$ cat config.mk
export PLATFORM = sky130hd
export DESIGN_NAME = game_control_flat
export DESIGN_NICKNAME = d
export VERILOG_FILES = /design/src/rtl/game_control_if.sv /design/src/rtl/game_control.sv /design/src/flat_wrapper.sv
export SDC_FILE = /design/constraint.sdc
export NUM_CORES = 1
export LEC_CHECK = 0
export ABC_AREA = 1
export BUFFER_PORTS_ARGS = -buffer_cell sky130_fd_sc_hd__buf_2
export CAP_MARGIN = 40
export CORE_UTILIZATION = 58
export DETAILED_ROUTE_END_ITERATION = 8
export PLACE_DENSITY_LB_ADDON = 0.08
export SYNTH_ARGS = -nofsm -noshare
export SYNTH_HDL_FRONTEND = slang
export SYNTH_SLANG_ARGS = --single-unit
$ cat constraint.sdc
create_clock -name clock -period 2.2 [get_ports clock]
set_clock_uncertainty 0.15 [all_clocks]
set_input_delay 0.33 -clock clock [delete_from_list [all_inputs] [get_ports clock]]
set_output_delay 0.33 -clock clock [all_outputs]
set_load 0.03 [all_outputs]
$ cat src/rtl/game_control_if.sv
// Player keys, draw handshakes and one-hot datapath commands for the game sequencer.
// master: the sequencer side. slave: the board/datapath side.
interface game_control_if;
    logic key_up, key_down, key_left, key_right, key_attack;
    logic draw_map_done, draw_link_done;
    logic init, idle, attack, up, down, left, right, draw_map, draw_link;
    logic frame_tick, timeout_err;

    modport master (
        input  key_up, key_down, key_left, key_right, key_attack,
        input  draw_map_done, draw_link_done,
        output init, idle, attack, up, down, left, right, draw_map, draw_link,
        output frame_tick, timeout_err
    );

    modport slave (
        output key_up, key_down, key_left, key_right, key_attack,
        output draw_map_done, draw_link_done,
        input  init, idle, attack, up, down, left, right, draw_map, draw_link,
        input  frame_tick, timeout_err
    );
endinterface

$ cat src/rtl/game_control.sv
// Game sequencer: keys + frame tick -> one-hot datapath commands, holding draws until done.
// Optional draw watchdog with sticky timeout_err: define GAME_CONTROL_TIMEOUT_EN.
module game_control #(
    parameter int FRAME_DIV      = 833333,
    parameter int ATTACK_FRAMES  = 16,
    parameter int TIMEOUT_CYCLES = 262144
) (
    input  logic           clock,
    input  logic           reset,
    game_control_if.master bus
);
    localparam int FW = $clog2(FRAME_DIV);
    localparam int AW = $clog2(ATTACK_FRAMES + 1);

    if (FRAME_DIV < 2 || ATTACK_FRAMES < 1 || TIMEOUT_CYCLES < 1) begin : g_bad_params
        $error("game_control: illegal parameter value");
    end

    typedef enum logic [2:0] {
        S_START, S_INIT, S_DRAW_MAP, S_DRAW_LINK, S_IDLE, S_MOVE, S_ATTACK
    } state_e;
    typedef enum logic [1:0] {D_UP, D_DOWN, D_LEFT, D_RIGHT} dir_e;

    state_e        state_q, state_d;
    dir_e          dir_q, dir_d;
    logic [FW-1:0] frame_q, frame_d;
    logic [AW-1:0] atk_q, atk_d;
    logic          pend_q, pend_d;
    logic [4:0]    sync1_q, sync2_q;   // {attack, up, down, left, right}
    logic          tick, consume, tmo_hit;

    assign tick    = (frame_q == FW'(FRAME_DIV - 1));
    assign frame_d = tick ? '0 : frame_q + 1'b1;
    // A new tick wins over consumption of the old one; no queueing beyond one.
    assign pend_d  = tick | (pend_q & ~consume);

    always_ff @(posedge clock) begin
        if (!reset) begin
            state_q <= S_START;
            dir_q   <= D_UP;
            frame_q <= '0;
            atk_q   <= '0;
            pend_q  <= 1'b0;
            sync1_q <= '0;
            sync2_q <= '0;
        end else begin
            state_q <= state_d;
            dir_q   <= dir_d;
            frame_q <= frame_d;
            atk_q   <= atk_d;
            pend_q  <= pend_d;
            sync1_q <= {bus.key_attack, bus.key_up, bus.key_down, bus.key_left, bus.key_right};
            sync2_q <= sync1_q;
        end
    end

    always_comb begin
        state_d = state_q;
        dir_d   = dir_q;
        atk_d   = atk_q;
        consume = 1'b0;
        case (state_q)
            S_START:     state_d = S_INIT;
            S_INIT:      state_d = S_DRAW_MAP;
            S_DRAW_MAP:  if (bus.draw_map_done || tmo_hit) state_d = S_DRAW_LINK;
            S_DRAW_LINK: if (bus.draw_link_done || tmo_hit) state_d = S_IDLE;
            S_IDLE: begin
                if (pend_q) begin
                    consume = 1'b1;
                    if (sync2_q[4]) begin
                        state_d = S_ATTACK;
                        atk_d   = AW'(ATTACK_FRAMES);
                    end else if (sync2_q[3:0] != 4'b0) begin
                        state_d = S_MOVE;
                        if (sync2_q[3])      dir_d = D_UP;
                        else if (sync2_q[2]) dir_d = D_DOWN;
                        else if (sync2_q[1]) dir_d = D_LEFT;
                        else                 dir_d = D_RIGHT;
                    end
                end
            end
            S_MOVE:      state_d = S_DRAW_MAP;
            S_ATTACK: begin
                if (tick) begin
                    atk_d = atk_q - 1'b1;
                    if (atk_q <= AW'(1)) state_d = S_DRAW_MAP;
                end
            end
            default:     state_d = S_START;
        endcase
    end

`ifdef GAME_CONTROL_TIMEOUT_EN
    localparam int TW = $clog2(TIMEOUT_CYCLES + 1);

    logic [TW-1:0] tmo_q, tmo_d;
    logic          terr_q, terr_d;
    logic          in_draw, draw_done;

    assign in_draw   = (state_q == S_DRAW_MAP) || (state_q == S_DRAW_LINK);
    assign draw_done = (state_q == S_DRAW_MAP) ? bus.draw_map_done : bus.draw_link_done;
    assign tmo_hit   = in_draw && (tmo_q == TW'(TIMEOUT_CYCLES - 1));
    // Restarts from zero on every entry into a draw state.
    assign tmo_d     = (in_draw && state_d == state_q) ? tmo_q + 1'b1 : '0;
    assign terr_d    = terr_q | (tmo_hit & ~draw_done);

    always_ff @(posedge clock) begin
        if (!reset) begin
            tmo_q  <= '0;
            terr_q <= 1'b0;
        end else begin
            tmo_q  <= tmo_d;
            terr_q <= terr_d;
        end
    end

    assign bus.timeout_err = terr_q;
`else
    assign tmo_hit         = 1'b0;
    assign bus.timeout_err = 1'b0;
`endif

    assign bus.init       = (state_q == S_INIT);
    assign bus.idle       = (state_q == S_IDLE);
    assign bus.attack     = (state_q == S_ATTACK);
    assign bus.draw_map   = (state_q == S_DRAW_MAP);
    assign bus.draw_link  = (state_q == S_DRAW_LINK);
    assign bus.up         = (state_q == S_MOVE) && (dir_q == D_UP);
    assign bus.down       = (state_q == S_MOVE) && (dir_q == D_DOWN);
    assign bus.left       = (state_q == S_MOVE) && (dir_q == D_LEFT);
    assign bus.right      = (state_q == S_MOVE) && (dir_q == D_RIGHT);
    assign bus.frame_tick = tick;
endmodule

$ cat src/flat_wrapper.sv
// flat-port wrapper written by rule: the top's interface ports become plain ports
module game_control_flat 
#(
    parameter int FRAME_DIV      = 833333,
    parameter int ATTACK_FRAMES  = 16,
    parameter int TIMEOUT_CYCLES = 262144
)
  (clock, reset, bus_key_up, bus_key_down, bus_key_left, bus_key_right, bus_key_attack, bus_draw_map_done, bus_draw_link_done, bus_init, bus_idle, bus_attack, bus_up, bus_down, bus_left, bus_right, bus_draw_map, bus_draw_link, bus_frame_tick, bus_timeout_err);
  game_control_if bus_i ();
  input  logic clock;
  input  logic reset;
  input wire logic [$bits(bus_i.key_up)-1:0] bus_key_up;
  input wire logic [$bits(bus_i.key_down)-1:0] bus_key_down;
  input wire logic [$bits(bus_i.key_left)-1:0] bus_key_left;
  input wire logic [$bits(bus_i.key_right)-1:0] bus_key_right;
  input wire logic [$bits(bus_i.key_attack)-1:0] bus_key_attack;
  input wire logic [$bits(bus_i.draw_map_done)-1:0] bus_draw_map_done;
  input wire logic [$bits(bus_i.draw_link_done)-1:0] bus_draw_link_done;
  output wire logic [$bits(bus_i.init)-1:0] bus_init;
  output wire logic [$bits(bus_i.idle)-1:0] bus_idle;
  output wire logic [$bits(bus_i.attack)-1:0] bus_attack;
  output wire logic [$bits(bus_i.up)-1:0] bus_up;
  output wire logic [$bits(bus_i.down)-1:0] bus_down;
  output wire logic [$bits(bus_i.left)-1:0] bus_left;
  output wire logic [$bits(bus_i.right)-1:0] bus_right;
  output wire logic [$bits(bus_i.draw_map)-1:0] bus_draw_map;
  output wire logic [$bits(bus_i.draw_link)-1:0] bus_draw_link;
  output wire logic [$bits(bus_i.frame_tick)-1:0] bus_frame_tick;
  output wire logic [$bits(bus_i.timeout_err)-1:0] bus_timeout_err;
  assign bus_i.key_up = bus_key_up;
  assign bus_i.key_down = bus_key_down;
  assign bus_i.key_left = bus_key_left;
  assign bus_i.key_right = bus_key_right;
  assign bus_i.key_attack = bus_key_attack;
  assign bus_i.draw_map_done = bus_draw_map_done;
  assign bus_i.draw_link_done = bus_draw_link_done;
  assign bus_init = bus_i.init;
  assign bus_idle = bus_i.idle;
  assign bus_attack = bus_i.attack;
  assign bus_up = bus_i.up;
  assign bus_down = bus_i.down;
  assign bus_left = bus_i.left;
  assign bus_right = bus_i.right;
  assign bus_draw_map = bus_i.draw_map;
  assign bus_draw_link = bus_i.draw_link;
  assign bus_frame_tick = bus_i.frame_tick;
  assign bus_timeout_err = bus_i.timeout_err;
  game_control #(.FRAME_DIV(FRAME_DIV), .ATTACK_FRAMES(ATTACK_FRAMES), .TIMEOUT_CYCLES(TIMEOUT_CYCLES)) u_core (.clock(clock), .reset(reset), .bus(bus_i));
endmodule
==> impl_metrics.toml <==
[synthesis]
syn-num-nets = 329
ys_warn_count = 0
yosys.area_share.simple = 0.384
ys_seq_area_frac = 0.386
syn-cell-area_um2 = 2130
synth.distinct_cells = 34
synth-xor-area-share = 0.0124
postSynthAreaPerCell_um2 = 6.73
synth_compound_area_frac = 0.0783
netlist_instances = 316
synth_fa_ha_area_frac = 0.0235
synth-seq-cells = 41
synth_mux_area_frac = 0
synth_top_family_by_area = "simple AND/OR/NAND/NOR gates"

[placed_design]
place_worst_setup_slack_ns = 0.336
portBuffers = 18
place_hpwl_mm = 3.10
place.detailed.instances = 375
gp_congestion = 0.854

[die]
rows = 21
die_h_um = 62.5
core_area_um2 = 3420
pin_count = 20
dieArea_um2 = 3910
die_w_um = 62.5
start_util = 0.622

[final_layout]
final_cell_mix = "nand2_1 (72), inv_1 (46), nor2_1 (42)"
nets = 354
antennaDiodeCount = 0
final_common_cell = "nand2_1"
drive_above_1_share = 0.137
layout.cells.non_filler = 388
syn2layout_area_growth_pct = 12.3

[detailed_routing]
via_count = 1916
postRouteAntennaNets = 0
routed_wl_mm = 4.12
drc = 0
drtPass1Iterations = 4
vias_per_cell = 4.94
post_drt_wl_per_cell_um = 10.6
initialDrtViolationCount = 109

[timing]
finalHoldViolCount = 0
period_minus_slack_ns = 2.10
finalSetupTns_ns = 0
rsz0062_at_grt = "false"
fin_ws_ns = 0.0956
clock.fmax_mhz = 475
fin_crit_sh = 0.957
setup_viol = 0
hold_slack_ns = 0.195
report.final.slew_viol_count = 0

[clocking]
cts.reportedPaths.clkPinSlew_ns = 0.13
cts_sinks = 41
clock_path_buffers = 2
cts_tree = "built"
postCtsSetupBuffers = 0
cts_root_buf = "clkbuf_4"
cts_made_buffers = 5
htreeDepth = 2
clock_latency_ns = 0.36

[grt]
grt_overflow_total = 0
grt_max_degree = 21
first_global_vias = 1759
track_usage = 0.233
grt_pass1_wl_mm = 7.21
antenna_found_initial = 0

[worst_setup_path]
cp-end-kind = "output port"
cp_max_fo = 5
cp-start-kind = "flop"
critical_path.top_delay_family = "simple AND/OR/NAND/NOR gates"
cp_slowest_cell = "dfxtp_1"
path_buf_inv = 1
crit_path_cell_trace = "or2_1 > nor2_1 > nand3_1 > nor3_2 > buf_4"
critPathKind = "reg -> out"
critPathMaxStageDelay_ns = 0.36
worstPathArrival_ns = 1.62
crit_required_ns = 1.72

[pwr]
powerDensity_nw_per_um2 = 764
clock_power_share = 0.278
pwr-share-comb = 0.261
p_int_uw = 1190
pwr-share-seq = 0.461
peakVddDrop_mv = 0.578
leakage_uw = 0.00108
switchingPower_uw = 632
sw_frac_of_total = 0.347

[outcome]
status = "finished, final reports clean"

[run]
maxCapViolCount = 0

[hold_path]
worstHoldPathType = "in -> reg"
==> through the flow <==
step | power, uW | util | cell area [um^2]
after floorplan | 1250 | - | 2130
after global placement | 1320 | 0.658 | 2250
after detailed placement | 1320 | 0.658 | 2250
after CTS | 1830 | 0.697 | 2380
after global routing | 1940 | 0.699 | 2390
final | 1820 | 0.699 | 2390
==> repair_timing <==
item | in CTS | in global routing
endpoints found under the setup margin | 0 | 1
resized for setup | 0 | 2
hold endpoints to repair | 5 | 0
hold buffers | 5 | 0
==> state kept, by name, indices dropped and copies added, names as in the netlist <==
signal and count:
u_core.atk_q 5, u_core.dir_q 2, u_core.frame_q 20, u_core.pend_q 1, u_core.state_q 3, u_core.sync1_q 5
u_core.sync2_q 5
==> worst min-delay path: cells and delay by family <==
family | cells | cell delay, ns
buffers and inverters | 2 | 0.25
and+or+nand+nor | 1 | 0.10
==> power groups by stage <==
stage          Combinational [uW]  Sequential (uW)  Clock (uW)
2_1_floorplan                 412              833           0
4_1_cts                       476              841         515
5_1_grt                       542              852         547
3_5_place_dp                  467              858           0
3_3_place_gp                  465              857           0
6_report                      475              841         507
==> per-layer routing <==
layer | global-route usage | part of all wire | up-vias
met4 | 0.0785 | 0.017 | 0
met2 | 0.397 | 0.47 | 37
met1 | 0.276 | 0.48 | 831
li1 | - | - | 1042
met3 | 0.0712 | 0.034 | 6
met5 | 0 | 0 | -
==> worst paths after layout <==
path / start / end / slack (ns) / cells after the start
max: u_core.frame_q[14]$_SDFF_PP0_ / bus_frame_tick / 0.1 / 5
min: reset / u_core.sync2_q[2]$_SDFF_PN0_ / 0.19 / 3
max reg2reg: u_core.frame_q[0]$_SDFF_PP0_ / u_core.frame_q[14]$_SDFF_PP0_ / 0.31 / 7
min reg2reg: u_core.sync1_q[2]$_SDFF_PN0_ / u_core.sync2_q[2]$_SDFF_PN0_ / 0.27 / 2
==> synthesized netlist by cell type <==
library cell  instances  area, um^2
nand2_1              72         270
inv_1                46         173
nor2_1               42         158
dfxtp_1              41         821
a21oi_1              20         100
nor3_1               14        70.1
nand3_1              13        65.1
nand4_1              13        81.3
o21ai_0               7        35.0
inv_2                 5        18.8
buf_2                 4        20.0
ha_1                  4        50.1
or2_0                 4        25.0
or2_2                 4        25.0
nand2_2               3        18.8
nand3b_1              3        22.5
clkinv_1              2        7.51
o21a_1                2        15.0
xor2_1                2        17.5
a211oi_1              1        7.51
a21oi_2               1        8.76
buf_1                 1        3.75
buf_4                 1        7.51
buf_6                 1        11.3
conb_1                1        3.75
nand3_2               1        10.0
nand3_4               1        17.5
nor2_2                1        6.26
nor2_4                1        11.3
nor2b_1               1        6.26
nor3_4                1        16.3
nor3b_1               1        7.51
or2_1                 1        6.26
xnor2_1               1        8.76
==> area by class of cell <==
type / instances / area, um^2
Inverter: 53 / 199
Clock inverter: 3 / 46.3
Multi-Input combinational cell: 215 / 1070
Clock buffer: 5 / 37.5
Tap cell: 46 / 57.6
Fill cell: 306 / 1030
Timing Repair Buffer: 25 / 158
Sequential cell: 41 / 821
==> logic make-up after synthesis <==
group	after synthesis
and+or+nand+nor	176
buffers and inverters	60
DFF	41
AOI/OAI and AO/OA	31
adders and majority gates	4
xor gates and xnor gates	3
other	1
(Power assumes the default switching activity.)
